<file path="config.mk">
export PLATFORM = sky130hd
export DESIGN_NAME = dec_mul_round_flat
export DESIGN_NICKNAME = d
export VERILOG_FILES = /design/src/rtl/dec_mul_round_pkg.sv /design/src/rtl/dec_mul_round_if.sv /design/src/rtl/dec_mul_round_bcd_digit_inc.sv /design/src/rtl/dec_mul_round.sv /design/src/flat_wrapper.sv
export SDC_FILE = /design/constraint.sdc
export NUM_CORES = 1
export LEC_CHECK = 0
export ABC_AREA = 1
export CELL_PAD_IN_SITES_DETAIL_PLACEMENT = 0
export CELL_PAD_IN_SITES_GLOBAL_PLACEMENT = 2
export CORE_ASPECT_RATIO = 0.75
export CORE_UTILIZATION = 29
export DETAILED_ROUTE_END_ITERATION = 8
export GPL_TIMING_DRIVEN = 0
export HOLD_SLACK_MARGIN = 0.1
export PLACE_DENSITY = 0.88
export SKIP_CTS_REPAIR_TIMING = 1
export SYNTH_ARGS = -nofsm -noshare
export SYNTH_HDL_FRONTEND = slang
export SYNTH_SLANG_ARGS = --single-unit
</file>
<file path="constraint.sdc">
create_clock -name clk -period 4.05 [get_ports clk]
set_clock_uncertainty 0.15 [all_clocks]
set_input_delay 0.405 -clock clk [delete_from_list [all_inputs] [get_ports clk]]
set_output_delay 0.405 -clock clk [all_outputs]
set_load 0.05 [all_outputs]
</file>
<file path="src/rtl/dec_mul_round_pkg.sv">
// Shared definitions for the decimal multiplier rounding stage:
// rounding-mode and FSM encodings, BCD nibble constants, round-up decision.
package dec_mul_round_pkg;

  localparam logic [3:0] BCD_NINE = 4'h9;
  localparam logic [3:0] BCD_ZERO = 4'h0;

  typedef enum logic [2:0] {
    RND_RNE = 3'd0,
    RND_RNA = 3'd1,
    RND_RTZ = 3'd2,
    RND_RUP = 3'd3,
    RND_RDN = 3'd4
  } rnd_e;

  typedef enum logic [1:0] {
    ST_IDLE,
    ST_DECIDE,
    ST_INCR,
    ST_DONE
  } state_e;

  typedef enum logic [1:0] {
    TAIL_LT,
    TAIL_EQ,
    TAIL_GT
  } tail_e;

  // Round-up decision; unlisted mode codes fall back to round-half-even.
  function automatic logic round_up(input logic [2:0] mode, input tail_e tail,
                                    input logic tail_nz, input logic lsd_odd,
                                    input logic sign);
    case (mode)
      RND_RNA: round_up = (tail != TAIL_LT);
      RND_RTZ: round_up = 1'b0;
      RND_RUP: round_up = tail_nz & ~sign;
      RND_RDN: round_up = tail_nz & sign;
      default: round_up = (tail == TAIL_GT) | ((tail == TAIL_EQ) & lsd_odd);
    endcase
  endfunction

endpackage

</file>
<file path="src/rtl/dec_mul_round_if.sv">
// Beat-in / result-out handshake bundle of the rounding stage.
interface dec_mul_round_if #(
  parameter int unsigned NDIG  = 7,
  parameter int unsigned NGRS  = 3,
  parameter int unsigned EXP_W = 8
);
  logic                in_valid;
  logic                in_ready;
  logic [4*NDIG-1:0]   mant_in;
  logic [4*NGRS-1:0]   grs_in;
  logic [EXP_W:0]      exp_in;
  logic                uf_in;
  logic                sign_in;
  logic [2:0]          rnd_mode;
  logic                out_valid;
  logic                out_ready;
  logic [4*NDIG-1:0]   mant_out;
  logic [EXP_W-1:0]    exp_out;
  logic                sign_out;
  logic                ovf_out;
  logic                inexact_out;
  logic                uf_out;

  modport master (
    output in_valid, mant_in, grs_in, exp_in, uf_in, sign_in, rnd_mode, out_ready,
    input  in_ready, out_valid, mant_out, exp_out, sign_out, ovf_out, inexact_out, uf_out
  );

  modport slave (
    input  in_valid, mant_in, grs_in, exp_in, uf_in, sign_in, rnd_mode, out_ready,
    output in_ready, out_valid, mant_out, exp_out, sign_out, ovf_out, inexact_out, uf_out
  );
endinterface

</file>
<file path="src/rtl/dec_mul_round_bcd_digit_inc.sv">
// Single BCD digit incrementer: 9 + carry wraps to 0 and carries on.
module bcd_digit_inc
  import dec_mul_round_pkg::*;
(
  input  logic [3:0] digit,
  input  logic       carry_in,
  output logic [3:0] digit_out,
  output logic       carry_out
);
  // Add the incoming carry to one digit with decimal wrap.
  always_comb begin
    digit_out = digit;
    carry_out = 1'b0;
    if (carry_in) begin
      if (digit == BCD_NINE) begin
        digit_out = BCD_ZERO;
        carry_out = 1'b1;
      end else begin
        digit_out = digit + 4'd1;
      end
    end
  end
endmodule

</file>
<file path="src/rtl/dec_mul_round.sv">
// Decimal rounding stage: decides round-up from the G/R/S tail, then ripples
// the increment one BCD digit per cycle and renormalizes on all-nines carry-out.
module dec_mul_round
  import dec_mul_round_pkg::*;
#(
  parameter int unsigned NDIG  = 7,
  parameter int unsigned NGRS  = 3,
  parameter int unsigned EXP_W = 8
) (
  input logic             clk,
  input logic             rst_n,
  dec_mul_round_if.slave  bus
);
  localparam int unsigned IDX_W = $clog2(NDIG);
  localparam logic [IDX_W-1:0] LAST_IDX = IDX_W'(NDIG - 1);
  localparam logic [NDIG-1:0][3:0] MANT_RENORM = {4'd1, {(NDIG-1){BCD_ZERO}}};
  localparam logic [NDIG-1:0][3:0] MANT_SAT    = {NDIG{BCD_NINE}};

  state_e                state, state_nxt;
  logic [NDIG-1:0][3:0]  mant_r;
  logic [4*NGRS-1:0]     grs_r;
  logic [EXP_W:0]        exp_r;
  logic                  sign_r;
  logic                  uf_r;
  logic [2:0]            mode_r;
  logic [IDX_W-1:0]      idx;

  logic [3:0]            g_dig;
  logic                  rs_nz;
  tail_e                 tail;
  logic                  up;
  logic [3:0]            dig_nxt;
  logic                  carry;
  logic                  ovf;

  assign g_dig = grs_r[4*NGRS-1 -: 4];
  assign rs_nz = |grs_r[4*NGRS-5:0];

  // Tail relation against one half ulp, and the round-up decision.
  always_comb begin
    tail = TAIL_LT;
    if (g_dig > 4'd5 || (g_dig == 4'd5 && rs_nz)) tail = TAIL_GT;
    else if (g_dig == 4'd5)                          tail = TAIL_EQ;
    up = round_up(mode_r, tail, |grs_r, mant_r[0][0], sign_r);
  end

  // Only reached while a carry is still propagating, so carry_in is always set.
  bcd_digit_inc u_inc (
    .digit     (mant_r[idx]),
    .carry_in  (1'b1),
    .digit_out (dig_nxt),
    .carry_out (carry)
  );

  // State register.
  always_ff @(posedge clk or negedge rst_n) begin
    if (!rst_n) state <= ST_IDLE;
    else        state <= state_nxt;
  end

  // Next-state logic.
  always_comb begin
    state_nxt = state;
    case (state)
      ST_IDLE:   if (bus.in_valid) state_nxt = ST_DECIDE;
      ST_DECIDE: state_nxt = up ? ST_INCR : ST_DONE;
      ST_INCR:   if (!carry || idx == LAST_IDX) state_nxt = ST_DONE;
      ST_DONE:   if (bus.out_ready) state_nxt = ST_IDLE;
      default:   state_nxt = ST_IDLE;
    endcase
  end

  // Beat capture and digit-serial increment datapath.
  always_ff @(posedge clk or negedge rst_n) begin
    if (!rst_n) begin
      mant_r <= '0;
      grs_r  <= '0;
      exp_r  <= '0;
      sign_r <= 1'b0;
      uf_r   <= 1'b0;
      mode_r <= '0;
      idx    <= '0;
    end else begin
      case (state)
        ST_IDLE: if (bus.in_valid) begin
          mant_r <= bus.mant_in;
          grs_r  <= bus.grs_in;
          exp_r  <= bus.exp_in;
          sign_r <= bus.sign_in;
          uf_r   <= bus.uf_in;
          mode_r <= bus.rnd_mode;
          idx    <= '0;
        end
        ST_INCR: begin
          if (carry && idx == LAST_IDX) begin
            mant_r <= MANT_RENORM;
            exp_r  <= exp_r + 1'b1;
          end else begin
            mant_r[idx] <= dig_nxt;
          end
          idx <= idx + 1'b1;
        end
        default: ;
      endcase
    end
  end

  // Outputs come straight off the working registers, saturated on overflow.
  assign ovf             = exp_r[EXP_W];
  assign bus.in_ready    = (state == ST_IDLE);
  assign bus.out_valid   = (state == ST_DONE);
  assign bus.mant_out    = ovf ? MANT_SAT : mant_r;
  assign bus.exp_out     = ovf ? '1 : exp_r[EXP_W-1:0];
  assign bus.sign_out    = sign_r;
  assign bus.ovf_out     = ovf;
  assign bus.inexact_out = (|grs_r) | ovf;
  assign bus.uf_out      = uf_r;

endmodule
</file>
<file path="src/flat_wrapper.sv">
// flat-port wrapper written by rule: the top's interface ports become plain ports
module dec_mul_round_flat import dec_mul_round_pkg::*;
#(
  parameter int unsigned NDIG  = 7,
  parameter int unsigned NGRS  = 3,
  parameter int unsigned EXP_W = 8
)
  (clk, rst_n, bus_in_valid, bus_mant_in, bus_grs_in, bus_exp_in, bus_uf_in, bus_sign_in, bus_rnd_mode, bus_out_ready, bus_in_ready, bus_out_valid, bus_mant_out, bus_exp_out, bus_sign_out, bus_ovf_out, bus_inexact_out, bus_uf_out);
  dec_mul_round_if #(.NDIG(NDIG), .NGRS(NGRS), .EXP_W(EXP_W)) bus_i ();
  input logic clk;
  input logic rst_n;
  input wire logic [$bits(bus_i.in_valid)-1:0] bus_in_valid;
  input wire logic [$bits(bus_i.mant_in)-1:0] bus_mant_in;
  input wire logic [$bits(bus_i.grs_in)-1:0] bus_grs_in;
  input wire logic [$bits(bus_i.exp_in)-1:0] bus_exp_in;
  input wire logic [$bits(bus_i.uf_in)-1:0] bus_uf_in;
  input wire logic [$bits(bus_i.sign_in)-1:0] bus_sign_in;
  input wire logic [$bits(bus_i.rnd_mode)-1:0] bus_rnd_mode;
  input wire logic [$bits(bus_i.out_ready)-1:0] bus_out_ready;
  output wire logic [$bits(bus_i.in_ready)-1:0] bus_in_ready;
  output wire logic [$bits(bus_i.out_valid)-1:0] bus_out_valid;
  output wire logic [$bits(bus_i.mant_out)-1:0] bus_mant_out;
  output wire logic [$bits(bus_i.exp_out)-1:0] bus_exp_out;
  output wire logic [$bits(bus_i.sign_out)-1:0] bus_sign_out;
  output wire logic [$bits(bus_i.ovf_out)-1:0] bus_ovf_out;
  output wire logic [$bits(bus_i.inexact_out)-1:0] bus_inexact_out;
  output wire logic [$bits(bus_i.uf_out)-1:0] bus_uf_out;
  assign bus_i.in_valid = bus_in_valid;
  assign bus_i.mant_in = bus_mant_in;
  assign bus_i.grs_in = bus_grs_in;
  assign bus_i.exp_in = bus_exp_in;
  assign bus_i.uf_in = bus_uf_in;
  assign bus_i.sign_in = bus_sign_in;
  assign bus_i.rnd_mode = bus_rnd_mode;
  assign bus_i.out_ready = bus_out_ready;
  assign bus_in_ready = bus_i.in_ready;
  assign bus_out_valid = bus_i.out_valid;
  assign bus_mant_out = bus_i.mant_out;
  assign bus_exp_out = bus_i.exp_out;
  assign bus_sign_out = bus_i.sign_out;
  assign bus_ovf_out = bus_i.ovf_out;
  assign bus_inexact_out = bus_i.inexact_out;
  assign bus_uf_out = bus_i.uf_out;
  dec_mul_round #(.NDIG(NDIG), .NGRS(NGRS), .EXP_W(EXP_W)) u_core (.clk(clk), .rst_n(rst_n), .bus(bus_i));
endmodule
</file>
### Word-level counts from Yosys, hierarchy flattened

Cells that the tools add are included.

* flip-flop bits (word level): 59
* latch bits: 0
* RAM bits: 0
* bits in read-only memories: 0
* input port bits: 58
* word-level logic and storage cells: 82
* memories kept: 0

* $add $sub $neg: 3
* multipliers: 0
* div/mod/pow operators: 0
* order comparisons: 3
* equality and inequality tests: 16
* shifts and indexed selects: 0
* muxes and demuxes: 25
* bitwise gates (word level): 6
* reductions and logical operators: 15

Operator list (number)
* 28-bit two-way mux: 3
* 28-bit one-hot mux with 2 select lines: 1
* 28-bit bitwise mux: 1
* 9-bit two-way mux: 2
* 9-bit one-hot mux with 2 select lines: 1
* 4-bit binary-select mux with 3-bit select: 1
* 4-bit demux with 3-bit select: 1
* 4-bit two-way mux: 3
* 12-bit OR reduction: 1
* 9-bit by 1-bit adder with 9-bit output (second input constant): 1
* 2-bit two-way mux: 4
* 8-bit two-way mux: 1
* 2-bit one-hot mux with 4 select lines: 1
* 8-bit OR reduction: 1
* 2-bit equality test (second input constant): 3
* 3-bit by 2-bit equality test with 1-bit output (second input constant): 2
* 3-bit equality test (second input constant): 2
* 3-bit one-hot mux with 2 select lines: 1
* 3-bit AND reduction: 2
* 4-bit by 1-bit adder with 4-bit output (second input constant): 1
* 2-bit by 1-bit equality test with 1-bit output (second input constant): 2
* 4-bit by 3-bit equality test with 1-bit output (second input constant): 1
* 4-bit equality test (second input constant): 1
* 4-bit by 3-bit > comparator with 1-bit output (second input constant): 1
* other kinds (18): 30

### Logic depth before layout (Yosys ltp)

* word-level depth: 10
* mapped depth: 16
* mapped depth without buffers: 15

### Cells and area by module

Synthesis repeated with hierarchy kept, for this count alone.

* cells, all modules: 467
* area, all modules: 3579.7 µm²

Modules (own cells, without submodules)
* dec_mul_round: instances 1, cells each 450, area each 3494.6 µm²
* bcd_digit_inc: instances 1, cells each 17, area each 85.1 µm²

### Worst setup path after synthesis

No wires, ideal clock.

* path kind: reg2reg
* start point: reg u_core.state[1]
* end point: reg u_core.mant_r[13] in the netlist's numbering
* arrival time: 2.029 ns
* data required time: 3.774 ns
* slack: 1.744 ns
* cell stages (with the launch flop): 9
* buffers on the path: 1
* period minus slack after synthesis: 2.306 ns
* cell sequence: dfrtp_1 -> inv_1 -> ha_1 -> nand2_1 -> o21ai_2 -> clkbuf_1 -> nand2_1 -> nand2_1 -> o21ai_0

* cells in the longest elaborated chain, start to end: 3
* elaborated cells on any way between the ends: 6

RTL lines
* start: declaration: line dec_mul_round.sv:19 `state_e state, state_nxt;`
* start signal: assignment: line dec_mul_round.sv:58 `else state <= state_nxt;`
* 2-bit logical NOT (*)
* via bus_in_ready: line flat_wrapper.sv:20 `output wire logic [$bits(bus_i.in_ready)-1:0] bus_in_ready;`
* 2-bit inequality test (no source line) or 2-bit nonzero test (tied branches)
* 2-bit AND reduction (no source line)
* end signal: assignment: line dec_mul_round.sv:86 `mant_r <= bus.mant_in;`
* end signal: indexed assignment: line dec_mul_round.sv:99 `mant_r[idx] <= dig_nxt;`
* end: declaration: line dec_mul_round.sv:20 `logic [NDIG-1:0][3:0] mant_r;`

Mark *: on every way through the listed nets, which the timed path passes. The rest lies on a longest branch.
A chain may end at the register's enable or synchronous reset.

### Worst setup path in the final report

* start point: reg u_core.exp_r[8]
* end point: out bus_inexact_out

* cells in the longest elaborated chain, start to end: 1

RTL lines
* start: declaration: line dec_mul_round.sv:22 `logic [EXP_W:0] exp_r;`
* start signal: assignment: line dec_mul_round.sv:88 `exp_r <= bus.exp_in;`
* start signal: assignment: line dec_mul_round.sv:97 `exp_r <= exp_r + 1'b1;`
* 1-bit bitwise OR: line dec_mul_round.sv:116 `assign bus.inexact_out = (|grs_r) | ovf;`
* end: declaration: line flat_wrapper.sv:26 `output wire logic [$bits(bus_i.inexact_out)-1:0] bus_inexact_out;`

Every way passes these cells.

==> run_results.csv <==
group,metric,value,unit
floorplanning,initial_core_utilization,29.8,%
setup_path,worstPathMaxFanout,10,
layout,antenna-diode-count,0,
synthesis,synthesis.yosys.warnings,0,
job,timing.max_cap.violations,0,
drt,wl,13.0,mm
synthesis,synthesis.instances,557,
placed_design,detailed_place_hpwl,9.64,mm
synthesis,synth.yosys.seq_area_share,38.1,%
layout,share_of_layout_cells_above_drive_strength_1,9.21,%
placed_design,finalWeightedCongestion,0.873,
floorplanning,floorplan.die.height,102,µm
setup_path,most_common_cell_on_crit_path,"sky130_fd_sc_hd__clkbuf_1",
synthesis,cell_types_with_the_highest_counts_after_synthesis,"sky130_fd_sc_hd__nand2_1, sky130_fd_sc_hd__inv_1, sky130_fd_sc_hd__dfrtp_1, sky130_fd_sc_hd__nor2_1, sky130_fd_sc_hd__nand3_1",
power_and_ir_drop,swShare,52.7,%
global_routing,grt_start_max_net_pins,60,
drt,final_routed_drc_violation_total,0,
synthesis,yosys_register_bits,59,
synthesis,ys_dominant_reg_cell,"sky130_fd_sc_hd__dfrtp_1",
synthesis,synth_largest_area_cell,"sky130_fd_sc_hd__dfrtp_1",
sta,setup_total_neg_slack,0,ps
clocking,cts_num_sinks,59,
power_and_ir_drop,internal-power,2.60,mW
synthesis,synth_area,3880,µm²
floorplanning,core_area,13000,µm²
drt,top_signal_layer_used,"met4",
power_and_ir_drop,share_seq_of_total_power,19.1,%
global_routing,grt_pass1_vias,3786,
power_and_ir_drop,share_of_total_power_in_the_clock_network,16.3,%
synthesis,synthArstFlopShare,100,%
layout,area_growth,40.1,%
power_and_ir_drop,vdd_drop_max,363,µV
synthesis,synth_area_per_cell,6.96,µm²
sta,unrepaired_setup_endpoints_after_global_routing,"false",
setup_path,cp_slowest_cell,"sky130_fd_sc_hd__clkdlybuf4s50_1",
synthesis,synthMostInstantiatedCell,"sky130_fd_sc_hd__nand2_1",
synthesis,synth.area.top_cells,"sky130_fd_sc_hd__dfrtp_1, sky130_fd_sc_hd__nand2_1, sky130_fd_sc_hd__inv_1",
synthesis,synth_cell_type_count,31,
layout,regArea,1480,µm²
power_and_ir_drop,power.leakage,2.62,nW
drt,wire_per_inst,15.4,µm
clocking,clock_tree.root_cell,"sky130_fd_sc_hd__clkbuf_16",
sta,finalHoldViolCount,0,
global_routing,antenna_found_initial,1,
sta,period_needed,3260,ps
global_routing,grt_usage,20.5,%
setup_path,end_kind,"output pin",
global_routing,grt_remaining_overflow,0,
setup_path,crit_path_cell_trace,"clkbuf_1 > inv_1 > clkbuf_1 > nand3_1 > clkdlybuf4s50_1",
sta,maxClockFrequency,306,MHz
outcome,run_status,"finished clean",
setup_path,cp.arrival,2710,ps
sta,setup_violations,0,
floorplanning,die_area,13800,µm²
layout,multiInputGateArea,2010,µm²
synthesis,synth_top_cell_area_share,38.1,%
floorplanning,boundaryPins,100,
drt,detailed_route_wirelength_on_metal2,5.66,mm
clocking,htreeDepth,3,
drt,detail-route-antenna-nets,0,
sta,worst_slew_pin_slew,803,ps
placed_design,place.port_buffers,99,
min_path,holdCritPathClass,"reg2reg",
floorplanning,core.rowCount,36,
setup_path,cp_slowest_stage_delay,820,ps
floorplanning,floorplan.die.width,135,µm
setup_path,worstSetupPathType,"reg2out",
setup_path,critPathBufInv,4,
setup_path,critPathLaunchType,"flop",
drt,routed-via-count,3923,
clocking,cts_buffer_depth,2,
global_routing,global_route_wire_length_before_repair,20.9,mm
power_and_ir_drop,p_sw,2.90,mW
drt,routed_via_density,4.65,
synthesis,number_of_enable_type_register_cells_in_the_synthesized_netlist,0,
layout,final_cells,844,
sta,min_period_over_period,80.6,%
layout,layout.filler_cells,1362,
layout,layout.nets,735,
sta,relSlewSlack,46.5,%
drt,firstDrtPassIters,4,
sta,report.final.slew_viol_count,0,
clocking,clkSlewWorstSetupHoldPaths,50,ps
setup_path,cp_data_required_time,3490,ps
clocking,insertion_delay,340,ps
drt,dr_iter_0_viols,206,
setup_path,critical-path-top-delay-family,"buffers and inverters",
power_and_ir_drop,cellPowerDensity,1010,nW/µm²
drt,wl_met3,824,µm
placed_design,dp_cells,827,
clocking,cts_tree,"yes",
power_and_ir_drop,combinationalPowerShare,64.6,%
synthesis,synth_nets,624,
clocking,tritoncts.num_buffers,9,
drt,met1_length,6.30,mm
-- layout by cell type, fill, tap and decap left out, types with 2 or more instances in the layout --
cell type                           n
sky130_fd_sc_hd__buf_1              3
sky130_fd_sc_hd__ha_1               9
sky130_fd_sc_hd__nand3_4            2
sky130_fd_sc_hd__clkbuf_16          9
sky130_fd_sc_hd__dfrtp_1           59
sky130_fd_sc_hd__nand3_1           46
sky130_fd_sc_hd__clkbuf_1          10
sky130_fd_sc_hd__a21oi_1            8
sky130_fd_sc_hd__nand2_1          189
sky130_fd_sc_hd__o22ai_1            2
sky130_fd_sc_hd__buf_6              4
sky130_fd_sc_hd__inv_2              6
sky130_fd_sc_hd__nand4_1            5
sky130_fd_sc_hd__mux2_2            13
sky130_fd_sc_hd__clkdlybuf4s50_1   98
sky130_fd_sc_hd__bufinv_16          3
sky130_fd_sc_hd__clkinv_2           2
sky130_fd_sc_hd__nand2_4            4
sky130_fd_sc_hd__o21ai_0           44
sky130_fd_sc_hd__nor3_1             4
sky130_fd_sc_hd__buf_4              5
sky130_fd_sc_hd__nor2_2             3
sky130_fd_sc_hd__xor2_1             6
sky130_fd_sc_hd__nor2_1            49
sky130_fd_sc_hd__o21ai_1           11
sky130_fd_sc_hd__inv_1             64
sky130_fd_sc_hd__or2_2              5
-- final cells by class --
cell class | count | share of cell area (%)
Timing Repair Buffer | 100 | 18.4
Clock buffer | 11 | 4.47
Multi-Input combinational cell | 407 | 37.0
Sequential cell | 59 | 27.2
Clock inverter | 5 | 1.84
Inverter | 70 | 4.84
Tap cell | 171 | 3.94
Buffer | 21 | 2.30
-- registers in the layout (all words and copies together) (netlist names) --
register             cells
u_core.idx               3
u_core.mode_r            3
u_core.bus.sign_out      1
u_core.state             2
u_core.bus.uf_out        1
u_core.grs_r            12
u_core.mant_r           28
u_core.exp_r             9
-- routing by layer --
layer | vias up | GRT usage, %
met2 | 114 | 30.9
met1 | 1814 | 29.3
met4 | 0 | 7.61
met5 | - | 0
li1 | 1975 | -
met3 | 20 | 3.52
-- cells by family (layout without fill, tap and decap cells) --
family                     after synthesis  in the layout  share of synthesized area [%]
and+or+nand+nor                        309            309                           34.1
muxes                                   14             14                           4.03
adders and majority gates                9              9                           2.91
DFF                                     59             59                           38.1
buffers and inverters                   91            207                           10.0
xor gates and xnor gates                 8              8                           2.00
AOI/OAI and AO/OA                       67             67                           8.84
-- through the flow --
| step | utilization, % | area (µm²) | setup slack (ps) | hold slack [ps] | power [mW] |
|---|---|---|---|---|---|
| global placement | 39.0 | 5080 | 353 | 336 | 4.58 |
| finish | 41.7 | 5430 | 786 | 356 | 5.50 |
| floorplan | - | 3880 | 1740 | -40.6 | 3.46 |
| global route | 41.7 | 5430 | 604 | 369 | 5.94 |
| detailed placement | 39.0 | 5080 | 1120 | 348 | 4.62 |
| CTS | 41.6 | 5420 | 745 | 48.1 | 5.54 |
-- power groups by stage --
stage	registers, mW	logic, mW	clock network [mW]
after floorplan	1.06	2.39	0
after global placement	1.05	3.53	0
after detailed placement	1.06	3.56	0
after CTS	1.05	3.58	0.913
after global routing	1.09	3.91	0.935
final	1.05	3.55	0.895
-- path summary, 6_finish.rpt --
check	start	endpoint	slack [ps]	cells past startpoint
worst min register to register	u_core.grs_r[6]$_DFFE_PN0P_	u_core.grs_r[6]$_DFFE_PN0P_	360	1
worst min-delay path	u_core.grs_r[6]$_DFFE_PN0P_	u_core.grs_r[6]$_DFFE_PN0P_	360	1
worst max register to register	u_core.idx[0]$_DFFE_PN0P_	u_core.mant_r[13]$_DFFE_PN0P_	1190	15
min in group asynchronous	rst_n	u_core.grs_r[4]$_DFFE_PN0P_	560	2
max in group asynchronous	rst_n	u_core.grs_r[11]$_DFFE_PN0P_	2650	2
worst max-delay path	u_core.exp_r[8]$_DFFE_PN0P_	bus_inexact_out	790	5
Power figures use the tool's default switching activity.
==> patch: new RTL, config.mk and constraints unchanged <==
Re-encode `state_e` (4 states) as Gray code, 2 bits wide.
--- a/src/rtl/dec_mul_round_pkg.sv
+++ b/src/rtl/dec_mul_round_pkg.sv
@@ -14,10 +14,10 @@
   } rnd_e;
 
   typedef enum logic [1:0] {
-    ST_IDLE,
-    ST_DECIDE,
-    ST_INCR,
-    ST_DONE
+    ST_IDLE   = 2'b00,
+    ST_DECIDE = 2'b01,
+    ST_INCR   = 2'b11,
+    ST_DONE   = 2'b10
   } state_e;
 
   typedef enum logic [1:0] {
Behaviour: same outputs for any inputs over 4 cycles, from zero or initial values and one cycle with rst_n low; so few cycles prove little.
==> patch against the unedited design <==
- non-clock buffer count shrank 3
- total power shrank 4.0%
- hold slack gained 0.0067 ns
- final area shrank 3.6%
- cell count shrank 4.4%
- synthesized area shrank 4.9%
- sequential cell count is the same
- count of clock-buffer cells in the layout grew 1
- worst setup slack gained 0.31 ns
- clock power is essentially flat
- critical path depth grew 8
- critical path type is now reg -> reg
- wire length shrank 6.6%
==> patch: results (changes against the unedited design) <==
[metrics] status: finished, final reports clean (unchanged)
[metrics] H-tree lvl count: 3 (unchanged)
[metrics] combined flip-flop and latch cell area: 0.00148 mm2 (unchanged)
[metrics] first-pass GRT wire length: 19.8 mm (was 20.9 mm)
[metrics] gr usage total: 19.6% (was 20.5%)
[metrics] clock network area share: 6.57% (was 6.31%)
[metrics] hold path startpoint: u_core.grs_r[2] (was u_core.grs_r[6])
[metrics] number of antenna violations at the first check in global routing: 0 (was 1)
[metrics] Non-clock buffers, area share: 21.3% (was 20.7%)
[metrics] highest cell delay on the worst timing path: 0.72 ns (was 0.82 ns)
[metrics] static leakage: 2.55 nW (was 2.62 nW)
[metrics] iteration count of the initial detailed-routing pass: 5 (was 4)
[metrics] net switching fraction of the power: 51.9% (was 52.7%)
[metrics] worst max-slew margin expressed relative to the limit: 39.8% (was 46.5%)
[metrics] Multi-Input Combinational: 389 (was 407)
[metrics] HPWL reported at the end of detailed placement: 8.94 mm (was 9.64 mm)
[metrics] cell class contributing the biggest share of worst-path delay: XOR/XNOR gates (was buffers and inverters)
[metrics] number of logic inverters in the finished layout: 59 (was 70)
[metrics] Synth area leaders: sky130_fd_sc_hd__dfrtp_1 (40%), sky130_fd_sc_hd__nand2_1 (20%), sky130_fd_sc_hd__o21ai_0 (6.0%) (was sky130_fd_sc_hd__dfrtp_1 (38%), sky130_fd_sc_hd__nand2_1 (18%), sky130_fd_sc_hd__inv_1 (6.2%))
[metrics] Final nets: 699 (was 735)
[metrics] count of different cell masters after synthesis: 37 (was 31)
[metrics] final weighted congestion in routability-driven placement: 0.790 (was 0.873)
[metrics] detailed-route via count: 3,774 (was 3,923)
[metrics] share of layout cells above drive strength 1: 9.67% (was 9.21%)
[metrics] biggest regs: u_core.mant_r (28), u_core.grs_r (12), u_core.exp_r (9) (unchanged)
[metrics] Worst IR Drop VDD: 0.464 mV (was 0.363 mV)
[metrics] register area share after synthesis: 40.0% (was 38.1%)
[metrics] FFs w/ async S/R, synth: 100% (unchanged)
[metrics] bufs w/o clock: 118 (was 121)
[metrics] classification of the worst setup path: reg -> reg (was reg -> out)
[metrics] clock tree buffer count of the final layout: 12 (was 11)
[metrics] Mapped Nets: 588 (was 624)
[metrics] multi-input combinational area share: 35.6% (was 37.0%)
[metrics] wire length reported by the detailed router: 12.2 mm (was 13.0 mm)
[metrics] arrival time worst endpoint: 3.05 ns (was 2.71 ns)
[metrics] slowest stage cell on the critical path: sky130_fd_sc_hd__xnor2_1 (was sky130_fd_sc_hd__clkdlybuf4s50_1)
[metrics] filler cell count: 1,296 (was 1,362)
[metrics] vias in the first global route: 3,741 (was 3,786)
[metrics] count of max-cap constraint violations: 0 (unchanged)
[metrics] DRC marker count from the first detailed-route iteration: 240 (was 206)
[metrics] startpoint of the most critical register-to-register path: u_core.idx[0] (unchanged)
-- patch: metrics by stage --
step / hold slack [ns] / cells / utilization [%] / setup slack, ns / cell area (um2)
final: 0.362 / 807 / 42.4 / 1.10 / 5240
after global routing: 0.371 / 807 / 42.4 / 0.929 / 5240
after CTS: 0.0499 / 806 / 42.3 / 1.18 / 5230
after detailed placement: 0.346 / 790 / 39.5 / 1.21 / 4880
after global placement: 0.337 / 790 / 39.6 / 0.343 / 4890
after floorplan: -0.0406 / 525 / - / 1.79 / 3690
-- patch: metal layers --
layer / part of all wire, % / track usage [%] / vias up
met5: 0 / 0 / -
met4: 1.2 / 4.60 / 0
met3: 5.0 / 4.38 / 12
met2: 44 / 31.1 / 108
met1: 49 / 27.0 / 1772
li1: - / - / 1882
-- patch: worst paths after layout --
check                                    end  slack [ns]  cells past startpoint
max                        u_core.mant_r[10]        1.10                     13
max in group asynchronous   u_core.mant_r[5]        2.66                      2
min in group asynchronous    u_core.exp_r[2]        0.55                      2
min                          u_core.grs_r[2]        0.36                      1
min reg2reg                  u_core.grs_r[2]        0.36                      1
max reg2reg                u_core.mant_r[10]        1.10                     13
-- patch: cells by family (layout without fill, tap and decap cells) --
kind of cell | after synthesis | in the layout | synth area share (%)
simple gates | 297 | 297 | 34.1
buf+inv | 77 | 193 | 9.40
compound gates | 72 | 72 | 10.4
flops | 59 | 59 | 40.0
mux | 12 | 12 | 3.66
fa+ha+maj | 5 | 5 | 1.70
xor+xnor | 3 | 3 | 0.713
-- patch: power groups by stage --
stage,Sequential [mW],Clock [mW],Combinational [mW]
finish,1.06,0.898,3.32
global route,1.10,0.936,3.60
CTS,1.06,0.913,3.32
detailed placement,1.07,0,3.30
global placement,1.06,0,3.28
floorplan,1.07,0,2.22
